--- config.mk ---
export PLATFORM = sky130hd
export DESIGN_NAME = ddr3_app_sequencer_flat
export DESIGN_NICKNAME = d
export VERILOG_FILES = /design/src/rtl/ddr3_app_sequencer_if.sv /design/src/rtl/ddr3_app_sequencer.sv /design/src/flat_wrapper.sv
export SDC_FILE = /design/constraint.sdc
export NUM_CORES = 1
export LEC_CHECK = 0
export CORE_AREA = 2 2 248 250
export DETAILED_ROUTE_END_ITERATION = 8
export DIE_AREA = 0 0 250 252
export GPL_TIMING_DRIVEN = 0
export PLACE_DENSITY = 0.49
export SLEW_MARGIN = 10
export SYNTH_ARGS = -nofsm -noshare
export SYNTH_HDL_FRONTEND = slang
export SYNTH_SLANG_ARGS = --single-unit
--- constraint.sdc ---
create_clock -name clk_ref -period 10.1 [get_ports clk_ref]
set_input_delay 1.01 -clock clk_ref [delete_from_list [all_inputs] [get_ports clk_ref]]
set_output_delay 1.01 -clock clk_ref [all_outputs]
set_load 0.05 [all_outputs]
--- src/rtl/ddr3_app_sequencer_if.sv ---
// Command, write-data, read-response and DDR3 app_* signal bundle for ddr3_app_sequencer.
`timescale 1ns/1ps
interface ddr3_app_sequencer_if #(
    parameter int unsigned DATA_W  = 128,
    parameter int unsigned ADDR_W  = 27,
    parameter int unsigned BURST_W = 6
);
    localparam int unsigned MASK_W = DATA_W / 8;

    logic               io_cmd_valid;
    logic               io_cmd_ready;
    logic               io_cmd_type;
    logic [ADDR_W-1:0]  io_cmd_addr;
    logic [BURST_W-1:0] io_cmd_burst_cnt;

    logic               io_wd_valid;
    logic               io_wd_ready;
    logic [DATA_W-1:0]  io_wd_data;
    logic [MASK_W-1:0]  io_wd_mask;

    logic               io_rsp_valid;
    logic [DATA_W-1:0]  io_rsp_data;
    logic               io_rsp_last;
    logic               io_rsp_credit_ret;

    logic [2:0]         io_app_cmd;
    logic               io_app_cmd_en;
    logic [ADDR_W-1:0]  io_app_addr;
    logic [BURST_W-1:0] io_app_burst_number;
    logic               io_app_cmd_ready;
    logic [DATA_W-1:0]  io_app_wdata;
    logic               io_app_wdata_en;
    logic               io_app_wdata_end;
    logic [MASK_W-1:0]  io_app_wdata_mask;
    logic               io_app_wdata_ready;
    logic [DATA_W-1:0]  io_app_rdata;
    logic               io_app_rdata_valid;
    logic               io_app_rdata_end;
    logic               io_init_calib_complete;

    logic               io_busy;
    logic               io_err_ovf;

    // Sequencer side
    modport slave (
        input  io_cmd_valid, io_cmd_type, io_cmd_addr, io_cmd_burst_cnt,
        input  io_wd_valid, io_wd_data, io_wd_mask,
        input  io_rsp_credit_ret,
        input  io_app_cmd_ready, io_app_wdata_ready,
        input  io_app_rdata, io_app_rdata_valid, io_app_rdata_end,
        input  io_init_calib_complete,
        output io_cmd_ready, io_wd_ready,
        output io_rsp_valid, io_rsp_data, io_rsp_last,
        output io_app_cmd, io_app_cmd_en, io_app_addr, io_app_burst_number,
        output io_app_wdata, io_app_wdata_en, io_app_wdata_end, io_app_wdata_mask,
        output io_busy, io_err_ovf
    );

    // Environment side: FIFOs, response consumer and DDR3 IP
    modport master (
        output io_cmd_valid, io_cmd_type, io_cmd_addr, io_cmd_burst_cnt,
        output io_wd_valid, io_wd_data, io_wd_mask,
        output io_rsp_credit_ret,
        output io_app_cmd_ready, io_app_wdata_ready,
        output io_app_rdata, io_app_rdata_valid, io_app_rdata_end,
        output io_init_calib_complete,
        input  io_cmd_ready, io_wd_ready,
        input  io_rsp_valid, io_rsp_data, io_rsp_last,
        input  io_app_cmd, io_app_cmd_en, io_app_addr, io_app_burst_number,
        input  io_app_wdata, io_app_wdata_en, io_app_wdata_end, io_app_wdata_mask,
        input  io_busy, io_err_ovf
    );
endinterface

--- src/rtl/ddr3_app_sequencer.sv ---
// Converts queued commands plus a write-data stream into Gowin DDR3 app_* transactions,
// with multi-beat write bursts and credit-gated pipelined reads.
`timescale 1ns/1ps
module ddr3_app_sequencer #(
    parameter int unsigned DATA_W      = 128,
    parameter int unsigned ADDR_W      = 27,
    parameter int unsigned BURST_W     = 6,
    parameter int unsigned ADDR_STEP   = 8,
    parameter int unsigned RSP_CREDITS = 64
) (
    input  logic                  clk_ref,
    input  logic                  rstn,
    ddr3_app_sequencer_if.slave   bus
);
    localparam int unsigned BEATS_W = BURST_W + 1;
    localparam int unsigned CRED_W  = $clog2(RSP_CREDITS + 1);
    localparam int unsigned CSUM_W  = ((CRED_W > BEATS_W) ? CRED_W : BEATS_W) + 1;
    localparam int unsigned MASK_W  = DATA_W / 8;

    // A full burst must always fit in the response buffer, or reads could deadlock.
    if (RSP_CREDITS < (1 << BURST_W) || ADDR_STEP == 0) begin : g_bad_cfg
        $error("ddr3_app_sequencer: RSP_CREDITS must cover a maximum burst and ADDR_STEP must be nonzero");
    end

    typedef enum logic [2:0] {
        S_CALIB = 3'd0,
        S_IDLE  = 3'd1,
        S_WCMD  = 3'd2,
        S_WDATA = 3'd3,
        S_RCMD  = 3'd4
    } state_t;

    state_t              state_q, state_d;
    logic [ADDR_W-1:0]   addr_q;
    logic [BURST_W-1:0]  burst_q;
    logic [BURST_W-1:0]  beat_q;
    logic [CRED_W-1:0]   credits_q, credits_d;
    logic [CRED_W-1:0]   outst_q, outst_d;

    logic                cmd_fire;
    logic                rd_take;
    logic                rd_issue;
    logic                wd_fire;
    logic                rsp_dec;
    logic                ovf_hit;
    logic [BEATS_W-1:0]  cmd_beats;
    logic [BEATS_W-1:0]  lat_beats;
    logic [CSUM_W-1:0]   cred_sum;
    logic [CSUM_W-1:0]   outst_sum;

    assign cmd_beats = BEATS_W'(bus.io_cmd_burst_cnt) + BEATS_W'(1);
    assign lat_beats = BEATS_W'(burst_q) + BEATS_W'(1);

    // FSM state register
    always_ff @(posedge clk_ref or negedge rstn) begin
        if (!rstn) state_q <= S_CALIB;
        else       state_q <= state_d;
    end

    // Next state and combinational handshake outputs
    always_comb begin
        state_d                 = state_q;
        cmd_fire                = 1'b0;
        rd_take                 = 1'b0;
        rd_issue                = 1'b0;
        wd_fire                 = 1'b0;
        bus.io_cmd_ready        = 1'b0;
        bus.io_wd_ready         = 1'b0;
        bus.io_app_cmd          = 3'd0;
        bus.io_app_cmd_en       = 1'b0;
        bus.io_app_wdata        = '0;
        bus.io_app_wdata_en     = 1'b0;
        bus.io_app_wdata_end    = 1'b0;
        bus.io_app_wdata_mask   = '0;

        case (state_q)
            S_CALIB: begin
                if (bus.io_init_calib_complete) state_d = S_IDLE;
            end
            S_IDLE: begin
                if (!bus.io_init_calib_complete) begin
                    state_d = S_CALIB;
                end else begin
                    bus.io_cmd_ready = bus.io_cmd_valid &&
                        (!bus.io_cmd_type || (CSUM_W'(credits_q) >= CSUM_W'(cmd_beats)));
                    cmd_fire = bus.io_cmd_ready;
                    rd_take  = cmd_fire && bus.io_cmd_type;
                    if (cmd_fire) state_d = bus.io_cmd_type ? S_RCMD : S_WCMD;
                end
            end
            S_WCMD: begin
                bus.io_app_cmd_en = 1'b1;
                if (bus.io_app_cmd_ready) state_d = S_WDATA;
            end
            S_WDATA: begin
                bus.io_app_wdata_en   = bus.io_wd_valid;
                bus.io_wd_ready       = bus.io_app_wdata_ready;
                bus.io_app_wdata      = bus.io_wd_data;
                bus.io_app_wdata_mask = bus.io_wd_mask;
                bus.io_app_wdata_end  = bus.io_wd_valid && (beat_q == burst_q);
                wd_fire               = bus.io_wd_valid && bus.io_app_wdata_ready;
                if (wd_fire && (beat_q == burst_q)) state_d = S_IDLE;
            end
            S_RCMD: begin
                bus.io_app_cmd_en = 1'b1;
                bus.io_app_cmd    = 3'd1;
                if (bus.io_app_cmd_ready) begin
                    rd_issue = 1'b1;
                    state_d  = S_IDLE;
                end
            end
            default: state_d = S_CALIB;
        endcase
    end

    assign bus.io_app_addr         = addr_q;
    assign bus.io_app_burst_number = burst_q;

    // Response-buffer credits: taken at command accept, returned per freed beat, netted and saturated
    always_comb begin
        cred_sum = CSUM_W'(credits_q)
                 - (rd_take ? CSUM_W'(cmd_beats) : CSUM_W'(0))
                 + CSUM_W'(bus.io_rsp_credit_ret);
        if (cred_sum > CSUM_W'(RSP_CREDITS)) credits_d = CRED_W'(RSP_CREDITS);
        else                                 credits_d = CRED_W'(cred_sum);
    end

    // Outstanding read beats; a stray beat with nothing outstanding flags overflow and leaves the count at 0
    always_comb begin
        ovf_hit   = bus.io_app_rdata_valid && (outst_q == '0);
        rsp_dec   = bus.io_app_rdata_valid && (outst_q != '0);
        outst_sum = CSUM_W'(outst_q)
                  + (rd_issue ? CSUM_W'(lat_beats) : CSUM_W'(0))
                  - CSUM_W'(rsp_dec);
        outst_d   = CRED_W'(outst_sum);
    end

    // Command latches and write beat counter
    always_ff @(posedge clk_ref or negedge rstn) begin
        if (!rstn) begin
            addr_q  <= '0;
            burst_q <= '0;
            beat_q  <= '0;
        end else begin
            if (cmd_fire) begin
                addr_q  <= bus.io_cmd_addr;
                burst_q <= bus.io_cmd_burst_cnt;
                beat_q  <= '0;
            end else if (wd_fire) begin
                beat_q  <= beat_q + BURST_W'(1);
            end
        end
    end

    // Credit / outstanding counters, status flags and the one-cycle read-return pipe
    always_ff @(posedge clk_ref or negedge rstn) begin
        if (!rstn) begin
            credits_q        <= CRED_W'(RSP_CREDITS);
            outst_q          <= '0;
            bus.io_err_ovf   <= 1'b0;
            bus.io_busy      <= 1'b0;
            bus.io_rsp_valid <= 1'b0;
            bus.io_rsp_data  <= '0;
            bus.io_rsp_last  <= 1'b0;
        end else begin
            credits_q        <= credits_d;
            outst_q          <= outst_d;
            bus.io_busy      <= (state_d != S_IDLE) || (outst_d != '0);
            if (ovf_hit) bus.io_err_ovf <= 1'b1;
            bus.io_rsp_valid <= bus.io_app_rdata_valid;
            bus.io_rsp_data  <= bus.io_app_rdata;
            bus.io_rsp_last  <= bus.io_app_rdata_valid && bus.io_app_rdata_end;
        end
    end

    logic unused_mask_w;
    assign unused_mask_w = (MASK_W == 0);
endmodule

--- src/flat_wrapper.sv ---
// flat-port wrapper written by rule: the top's interface ports become plain ports
module ddr3_app_sequencer_flat 
#(
    parameter int unsigned DATA_W      = 128,
    parameter int unsigned ADDR_W      = 27,
    parameter int unsigned BURST_W     = 6,
    parameter int unsigned ADDR_STEP   = 8,
    parameter int unsigned RSP_CREDITS = 64
)
  (clk_ref, rstn, bus_io_cmd_valid, bus_io_cmd_type, bus_io_cmd_addr, bus_io_cmd_burst_cnt, bus_io_wd_valid, bus_io_wd_data, bus_io_wd_mask, bus_io_rsp_credit_ret, bus_io_app_cmd_ready, bus_io_app_wdata_ready, bus_io_app_rdata, bus_io_app_rdata_valid, bus_io_app_rdata_end, bus_io_init_calib_complete, bus_io_cmd_ready, bus_io_wd_ready, bus_io_rsp_valid, bus_io_rsp_data, bus_io_rsp_last, bus_io_app_cmd, bus_io_app_cmd_en, bus_io_app_addr, bus_io_app_burst_number, bus_io_app_wdata, bus_io_app_wdata_en, bus_io_app_wdata_end, bus_io_app_wdata_mask, bus_io_busy, bus_io_err_ovf);
  ddr3_app_sequencer_if #(.DATA_W(DATA_W), .ADDR_W(ADDR_W), .BURST_W(BURST_W)) bus_i ();
  input  logic clk_ref;
  input  logic rstn;
  input wire logic [$bits(bus_i.io_cmd_valid)-1:0] bus_io_cmd_valid;
  input wire logic [$bits(bus_i.io_cmd_type)-1:0] bus_io_cmd_type;
  input wire logic [$bits(bus_i.io_cmd_addr)-1:0] bus_io_cmd_addr;
  input wire logic [$bits(bus_i.io_cmd_burst_cnt)-1:0] bus_io_cmd_burst_cnt;
  input wire logic [$bits(bus_i.io_wd_valid)-1:0] bus_io_wd_valid;
  input wire logic [$bits(bus_i.io_wd_data)-1:0] bus_io_wd_data;
  input wire logic [$bits(bus_i.io_wd_mask)-1:0] bus_io_wd_mask;
  input wire logic [$bits(bus_i.io_rsp_credit_ret)-1:0] bus_io_rsp_credit_ret;
  input wire logic [$bits(bus_i.io_app_cmd_ready)-1:0] bus_io_app_cmd_ready;
  input wire logic [$bits(bus_i.io_app_wdata_ready)-1:0] bus_io_app_wdata_ready;
  input wire logic [$bits(bus_i.io_app_rdata)-1:0] bus_io_app_rdata;
  input wire logic [$bits(bus_i.io_app_rdata_valid)-1:0] bus_io_app_rdata_valid;
  input wire logic [$bits(bus_i.io_app_rdata_end)-1:0] bus_io_app_rdata_end;
  input wire logic [$bits(bus_i.io_init_calib_complete)-1:0] bus_io_init_calib_complete;
  output wire logic [$bits(bus_i.io_cmd_ready)-1:0] bus_io_cmd_ready;
  output wire logic [$bits(bus_i.io_wd_ready)-1:0] bus_io_wd_ready;
  output wire logic [$bits(bus_i.io_rsp_valid)-1:0] bus_io_rsp_valid;
  output wire logic [$bits(bus_i.io_rsp_data)-1:0] bus_io_rsp_data;
  output wire logic [$bits(bus_i.io_rsp_last)-1:0] bus_io_rsp_last;
  output wire logic [$bits(bus_i.io_app_cmd)-1:0] bus_io_app_cmd;
  output wire logic [$bits(bus_i.io_app_cmd_en)-1:0] bus_io_app_cmd_en;
  output wire logic [$bits(bus_i.io_app_addr)-1:0] bus_io_app_addr;
  output wire logic [$bits(bus_i.io_app_burst_number)-1:0] bus_io_app_burst_number;
  output wire logic [$bits(bus_i.io_app_wdata)-1:0] bus_io_app_wdata;
  output wire logic [$bits(bus_i.io_app_wdata_en)-1:0] bus_io_app_wdata_en;
  output wire logic [$bits(bus_i.io_app_wdata_end)-1:0] bus_io_app_wdata_end;
  output wire logic [$bits(bus_i.io_app_wdata_mask)-1:0] bus_io_app_wdata_mask;
  output wire logic [$bits(bus_i.io_busy)-1:0] bus_io_busy;
  output wire logic [$bits(bus_i.io_err_ovf)-1:0] bus_io_err_ovf;
  assign bus_i.io_cmd_valid = bus_io_cmd_valid;
  assign bus_i.io_cmd_type = bus_io_cmd_type;
  assign bus_i.io_cmd_addr = bus_io_cmd_addr;
  assign bus_i.io_cmd_burst_cnt = bus_io_cmd_burst_cnt;
  assign bus_i.io_wd_valid = bus_io_wd_valid;
  assign bus_i.io_wd_data = bus_io_wd_data;
  assign bus_i.io_wd_mask = bus_io_wd_mask;
  assign bus_i.io_rsp_credit_ret = bus_io_rsp_credit_ret;
  assign bus_i.io_app_cmd_ready = bus_io_app_cmd_ready;
  assign bus_i.io_app_wdata_ready = bus_io_app_wdata_ready;
  assign bus_i.io_app_rdata = bus_io_app_rdata;
  assign bus_i.io_app_rdata_valid = bus_io_app_rdata_valid;
  assign bus_i.io_app_rdata_end = bus_io_app_rdata_end;
  assign bus_i.io_init_calib_complete = bus_io_init_calib_complete;
  assign bus_io_cmd_ready = bus_i.io_cmd_ready;
  assign bus_io_wd_ready = bus_i.io_wd_ready;
  assign bus_io_rsp_valid = bus_i.io_rsp_valid;
  assign bus_io_rsp_data = bus_i.io_rsp_data;
  assign bus_io_rsp_last = bus_i.io_rsp_last;
  assign bus_io_app_cmd = bus_i.io_app_cmd;
  assign bus_io_app_cmd_en = bus_i.io_app_cmd_en;
  assign bus_io_app_addr = bus_i.io_app_addr;
  assign bus_io_app_burst_number = bus_i.io_app_burst_number;
  assign bus_io_app_wdata = bus_i.io_app_wdata;
  assign bus_io_app_wdata_en = bus_i.io_app_wdata_en;
  assign bus_io_app_wdata_end = bus_i.io_app_wdata_end;
  assign bus_io_app_wdata_mask = bus_i.io_app_wdata_mask;
  assign bus_io_busy = bus_i.io_busy;
  assign bus_io_err_ovf = bus_i.io_err_ovf;
  ddr3_app_sequencer #(.DATA_W(DATA_W), .ADDR_W(ADDR_W), .BURST_W(BURST_W), .ADDR_STEP(ADDR_STEP), .RSP_CREDITS(RSP_CREDITS)) u_core (.clk_ref(clk_ref), .rstn(rstn), .bus(bus_i));
endmodule
-- Word-level counts from Yosys, hierarchy flattened
Cells that the tools add are included.
Widths: inputs -> output; s select.
- flip-flop bits (word level): 188
- word-level logic and storage cells: 70
- muxes and demuxes: 27
- $lt $le $gt $ge: 2
- add/sub/neg operators: 7
- equality and inequality tests: 6
- reduce and logical (&&, ||, !) cells: 17
- operators with widths (cell ; count):
    $mux 128 ; 1
    $mux 3 ; 7
    $mux 7 ; 3
    $mux 16 ; 1
    $pmux 3 s5 ; 1
    $add 6x1->7 const B ; 2
    $reduce_bool 7->1 ; 2
    $mux 1 ; 12
    $mux 6 ; 2
    $add 8x1->8 ; 1
    $gt 8x7->1 const B ; 1
    $logic_and 1x1->1 ; 8
    $sub 7x8->8 ; 1
    $add 7x7->7 ; 1
    $ge 7x7->1 ; 1
    $logic_not 7->1 ; 1
    $sub 7x1->7 ; 1
    $add 6x1->6 const B ; 1
    $eq 3x2->1 const B ; 2
    $eq 6x6->1 ; 1
    $eq 3x1->1 const B ; 1
    $eq 3x3->1 const B ; 1
    $logic_not 3->1 ; 1
    $ne 3x1->1 const B ; 1
    other kinds (4) ; 5

-- Depth between registers and ports, before layout
- depth in word-level cells: 12
- depth in mapped cells: 20

-- Least setup slack after synthesis
Ideal clock, no wire load.
- kind: input to register
- start: input bus_io_cmd_burst_cnt[0]
- end: register u_core.credits_q[6]
- path buffers: 2
- setup slack: 5.161 ns
- cell stages on the path: 20
- library setup time: 0.084 ns
- data arrival time: 4.855 ns
- cells stage by stage: ha_1 > nand3_1 > xor2_1 > ha_1 > a21o_1 > a2111oi_4 > o21ai_2 > and3_4 > buf_6 > buf_6 > and3_1 > ha_1 > inv_1 > ha_1 > fa_1 > a211oi_1 > o21bai_1 > a21oi_1 > xnor2_1 > or2_2
- longest elaborated chain between the ends: 12
- RTL lines (what ; RTL line ; text):
    start: declaration ; flat_wrapper.sv:17 ; input wire logic [$bits(bus_i.io_cmd_burst_cnt)-1:0] bus_io_cmd_burst_cnt;
    $add 6x1->7 * ; ddr3_app_sequencer.sv:51 ; assign cmd_beats = BEATS_W'(bus.io_cmd_burst_cnt) + BEATS_W'(1);
    $ge 7x7->1 ; ddr3_app_sequencer.sv:85 ; (!bus.io_cmd_type || (CSUM_W'(credits_q) >= CSUM_W'(cmd_beats)));
    $logic_or 1x1->1 ; ddr3_app_sequencer.sv:85 ;
    $logic_and 1x1->1 ; ddr3_app_sequencer.sv:84 ; bus.io_cmd_ready = bus.io_cmd_valid &&
    $logic_and 1x1->1 ; ddr3_app_sequencer.sv:87 ; rd_take = cmd_fire && bus.io_cmd_type;
    $mux 1 ; ddr3_app_sequencer.sv:81 ; if (!bus.io_init_calib_complete) begin
    $mux 1 ; ddr3_app_sequencer.sv:76 ; case (state_q)
    $mux 7 * ; ddr3_app_sequencer.sv:122 ; - (rd_take ? CSUM_W'(cmd_beats) : CSUM_W'(0))
    $sub 7x8->8 * ; ddr3_app_sequencer.sv:122 ;
    $add 8x1->8 * ; ddr3_app_sequencer.sv:123 ; + CSUM_W'(bus.io_rsp_credit_ret);
    $gt 8x7->1 ; ddr3_app_sequencer.sv:124 ; if (cred_sum > CSUM_W'(RSP_CREDITS)) credits_d = CRED_W'(RSP_CREDITS);
    $mux 7 * ; ddr3_app_sequencer.sv:124 ;
    via u_core.credits_d[6] ; ddr3_app_sequencer.sv:37 ; logic [CRED_W-1:0] credits_q, credits_d;
    end signal: assignment ; ddr3_app_sequencer.sv:158 ; credits_q <= CRED_W'(RSP_CREDITS);
    end signal: assignment ; ddr3_app_sequencer.sv:166 ; credits_q <= credits_d;
    end: declaration ; ddr3_app_sequencer.sv:37 ;
Mark *: on every way through the listed nets, which the timed path passes. The rest lies on a longest branch.
A chain may end at the register's enable or synchronous reset.

-- Worst setup path in the final report
Same ends and word-level chain as after synthesis.

==> qor.yml <==
drt:
  drtAntennaViolNets: 0
  num_vias: 7299
  drc: 0
  viasPerCell: 3.51
  first_pass_iters: 4
  totalWireLength_um: 41800
  avgRoutedWirePerCell_um: 20.1
  drtIter0Drc: 226
timing:
  fin_skew_ns: 0.0117
  slew-limit-headroom_pct: 47.9
  final-hold-violation-count: 0
  worst_pin_slew_ns: 0.779
  finalSetupViolCount: 0
  post-route-min-period_ns: 5.68
  setup_tns_ns: 0
  max_freq_ghz: 0.176
  setup_ws_ns: 4.42
  drv_slew: 0
  rsz0062_at_grt: "no"
  fin_crit_sh_pct: 56.3
clock_tree:
  cts_resized: 0
  cts_made_buffers: 17
  clkTransAtPathRegs_ns: 0.08
  htree_levels: 4
  worstSkewPairLatency_ns: 0.46
  cts_setup_buffers: 0
  max-clock-path-buffers: 2
  cts_tree: "built"
  cts_sinks: 188
  cts_root_buffer: "clkbuf_16"
  cts_hold_buf: 0
critical_path:
  crit_required_ns: 10.48
  r2r_cells: 17
  path_common_cell: "ha_1"
  r2r_end: "u_core.credits_q[6]"
  crit_fanout: 10
  r2r-start: "u_core.credits_q[4]"
  path_cells: "clkdlybuf4s50_1, ha_1, nand3_1, xor2_1, ha_1, a21o_1, a2111oi_4, o21ai_2, and3_4, buf_6, buf_6, and3_1, ha_1, inv_1, ha_1, fa_1, a211oi_1, o21bai_1, a21oi_1, xnor2_1, or2_2"
  slowest_delay_ns: 0.62
  crit_slowest_cell: "clkdlybuf4s50_1"
  start_kind: "input pin"
  critPathArrivalTime_ns: 6.06
  path_class: "input pin to flip-flop"
  endpoint_kind: "flip-flop"
  rrSetupSlack_ns: 5.75
layout:
  layout_commonest_cell: "clkdlybuf4s50_1"
  final_cell_mix: "clkdlybuf4s50_1 (629), dfrtp_1 (187), and2_1 (149)"
  fin_nets: 1626
  area_growth_pct: 103
  drive_gt1_share_pct: 6.54
  fin_util_pct: 26.3
floorplan:
  die_area_um2: 63000
  boundaryPins: 633
  row_count: 90
  initial_core_util_pct: 13.0
  fp.dieH_um: 252
  core_area_um2: 60100
  dieWidth_um: 250
grt:
  gr-total-overflow: 0
  busiest_layer: "met2"
  antenna_found_initial: 18
  use_met3_pct: 4.37
  use_met1_pct: 11.4
  grt_pass1_vias: 8017
  track_usage_pct: 13.0
  grt_pass1_wl_um: 57900
  grt_max_degree: 84
  grt_util_met2_pct: 25.1
pwr:
  ir_drop_mv: 0.142
  powerDensity_nw_per_um2: 264
  total_power_mw: 4.18
  power_leakage_nw: 6.44
yosys:
  synth_ff_type: "dfrtp_1"
  avgSynthCellArea_um2: 12.6
  synth.distinct_cells: 56
  synthArstFlopShare_pct: 100
  synth_area_um2: 7800
  synth-edff-count: 0
  synth-seq-area-share_pct: 60.3
  yosysWarningCount: 0
  ys_ff_latch: 188
  syn_inst: 620
flow_run:
  drv_cap: 0
placement:
  dp_hpwl_um: 36100
  io_buffers: 630
  place_worst_setup_slack_ns: 3.92
  place_congestion: 0.874
worst_hold_path:
  hold_path.class: "input pin to async pin"
outcome:
  outcome: "complete, no violations"
-- state kept, by name (all words and copies together), names as in the netlist --
| register | flops |
|---|---|
| u_core.bus.io_app_burst_number | 6 |
| u_core.bus.io_rsp_data | 128 |
| u_core.bus.io_err_ovf | 1 |
| u_core.outst_q | 7 |
| u_core.bus.io_rsp_valid | 1 |
| u_core.beat_q | 6 |
| u_core.bus.io_busy | 1 |
| u_core.credits_q | 7 |
| u_core.bus.io_app_addr | 27 |
| u_core.bus.io_rsp_last | 1 |
| u_core.state_q | 3 |
-- metrics by stage --
step / std cells / hold slack [ns] / instance area, um2
final: 2077 / 0.438 / 15800
after global routing: 2073 / 0.427 / 15800
after CTS: 2067 / 0.420 / 15800
after detailed placement: 2035 / 0.457 / 15200
after global placement: 2033 / 0.446 / 15100
after floorplan: 621 / 0.523 / 7810
-- where the power goes --
part	total [mW]	internal [mW]	switching (mW)
sequential	0.978	0.886	0.0925
combinational	2.46	0.895	1.57
clock	0.744	0.369	0.375
total	4.18	2.15	2.03
-- worst max-delay path by stage --
| stage | start | cells after the start | slack [ns] | endpoint |
|---|---|---|---|---|
| floorplan | bus_io_cmd_burst_cnt[0] | 20 | 5.16 | u_core.credits_q[6] |
| global placement | rstn | 1 | -0.17 | u_core.bus.io_rsp_data[26] |
| detailed placement | bus_io_cmd_burst_cnt[0] | 21 | 3.92 | u_core.credits_q[6] |
| CTS | bus_io_cmd_burst_cnt[0] | 13 | 4.36 | bus_io_cmd_ready |
| global route | bus_io_cmd_burst_cnt[0] | 21 | 4.17 | u_core.credits_q[0] |
| finish | bus_io_cmd_burst_cnt[0] | 21 | 4.42 | u_core.credits_q[6] |
-- synth_stat cells, drive strengths merged (3+ instances only) --
cell       n  area [um2]
dfrtp    187        4680
and2     149         932
ha        36         450
mux2      33         390
inv       32         120
nor2      19        71.3
xor2      19         166
clkbuf    18        68.8
nand2     14        52.6
nand3     11        55.1
xnor2     11        96.3
a21oi     10        50.1
a21o       8        60.1
buf        8        63.8
nand2b     6        37.5
and3       5        36.3
nor3b      4        30.0
o21ai      4        23.8
a2111oi    3        45.1
a211oi     3        22.5
nand4      3        18.8
nor3       3        15.0
-- layout make-up --
| class | instances | area (um2) |
|---|---|---|
| Clock buffer | 17 | 425 |
| Clock inverter | 15 | 230 |
| Buffer | 26 | 133 |
| Timing Repair Buffer | 632 | 6370 |
| Fill cell | 6312 | 44300 |
| Sequential cell | 188 | 4710 |
| Inverter | 32 | 120 |
| Tap cell | 782 | 978 |
| Multi-Input combinational cell | 375 | 2850 |
| Antenna cell | 10 | 25.0 |
-- kinds of logic (layout without fill, tap and decap cells) --
group | after synthesis | count (layout) | share of synthesized area (%)
buf+inv | 58 | 722 | 3.24
fa+ha+maj | 38 | 38 | 6.29
xor+xnor | 30 | 30 | 3.37
flops | 188 | 188 | 60.3
mux | 34 | 34 | 5.13
other cells | 1 | 12 | 0.0481
compound gates | 41 | 41 | 3.93
simple gates | 230 | 230 | 17.7
-- layer usage --
layer | vias to the layer above | wire, um | part of all wire, %
met5 | - | 22 | 0.053
met4 | 4 | 2280 | 5.5
met3 | 61 | 3440 | 8.2
met2 | 437 | 23100 | 55
met1 | 3456 | 12900 | 31
li1 | 3341 | - | -
-- critical path: cells and delay by family --
family | cells | cell delay (ns)
XOR/XNOR | 2 | 0.43
buffers and inverters | 4 | 1.00
AO/OA/AOI/OAI | 6 | 1.26
AND/OR/NAND/NOR | 4 | 0.85
adder cells (fa/ha/maj) | 5 | 1.47
No activity file was read; power rests on OpenSTA's default activity.
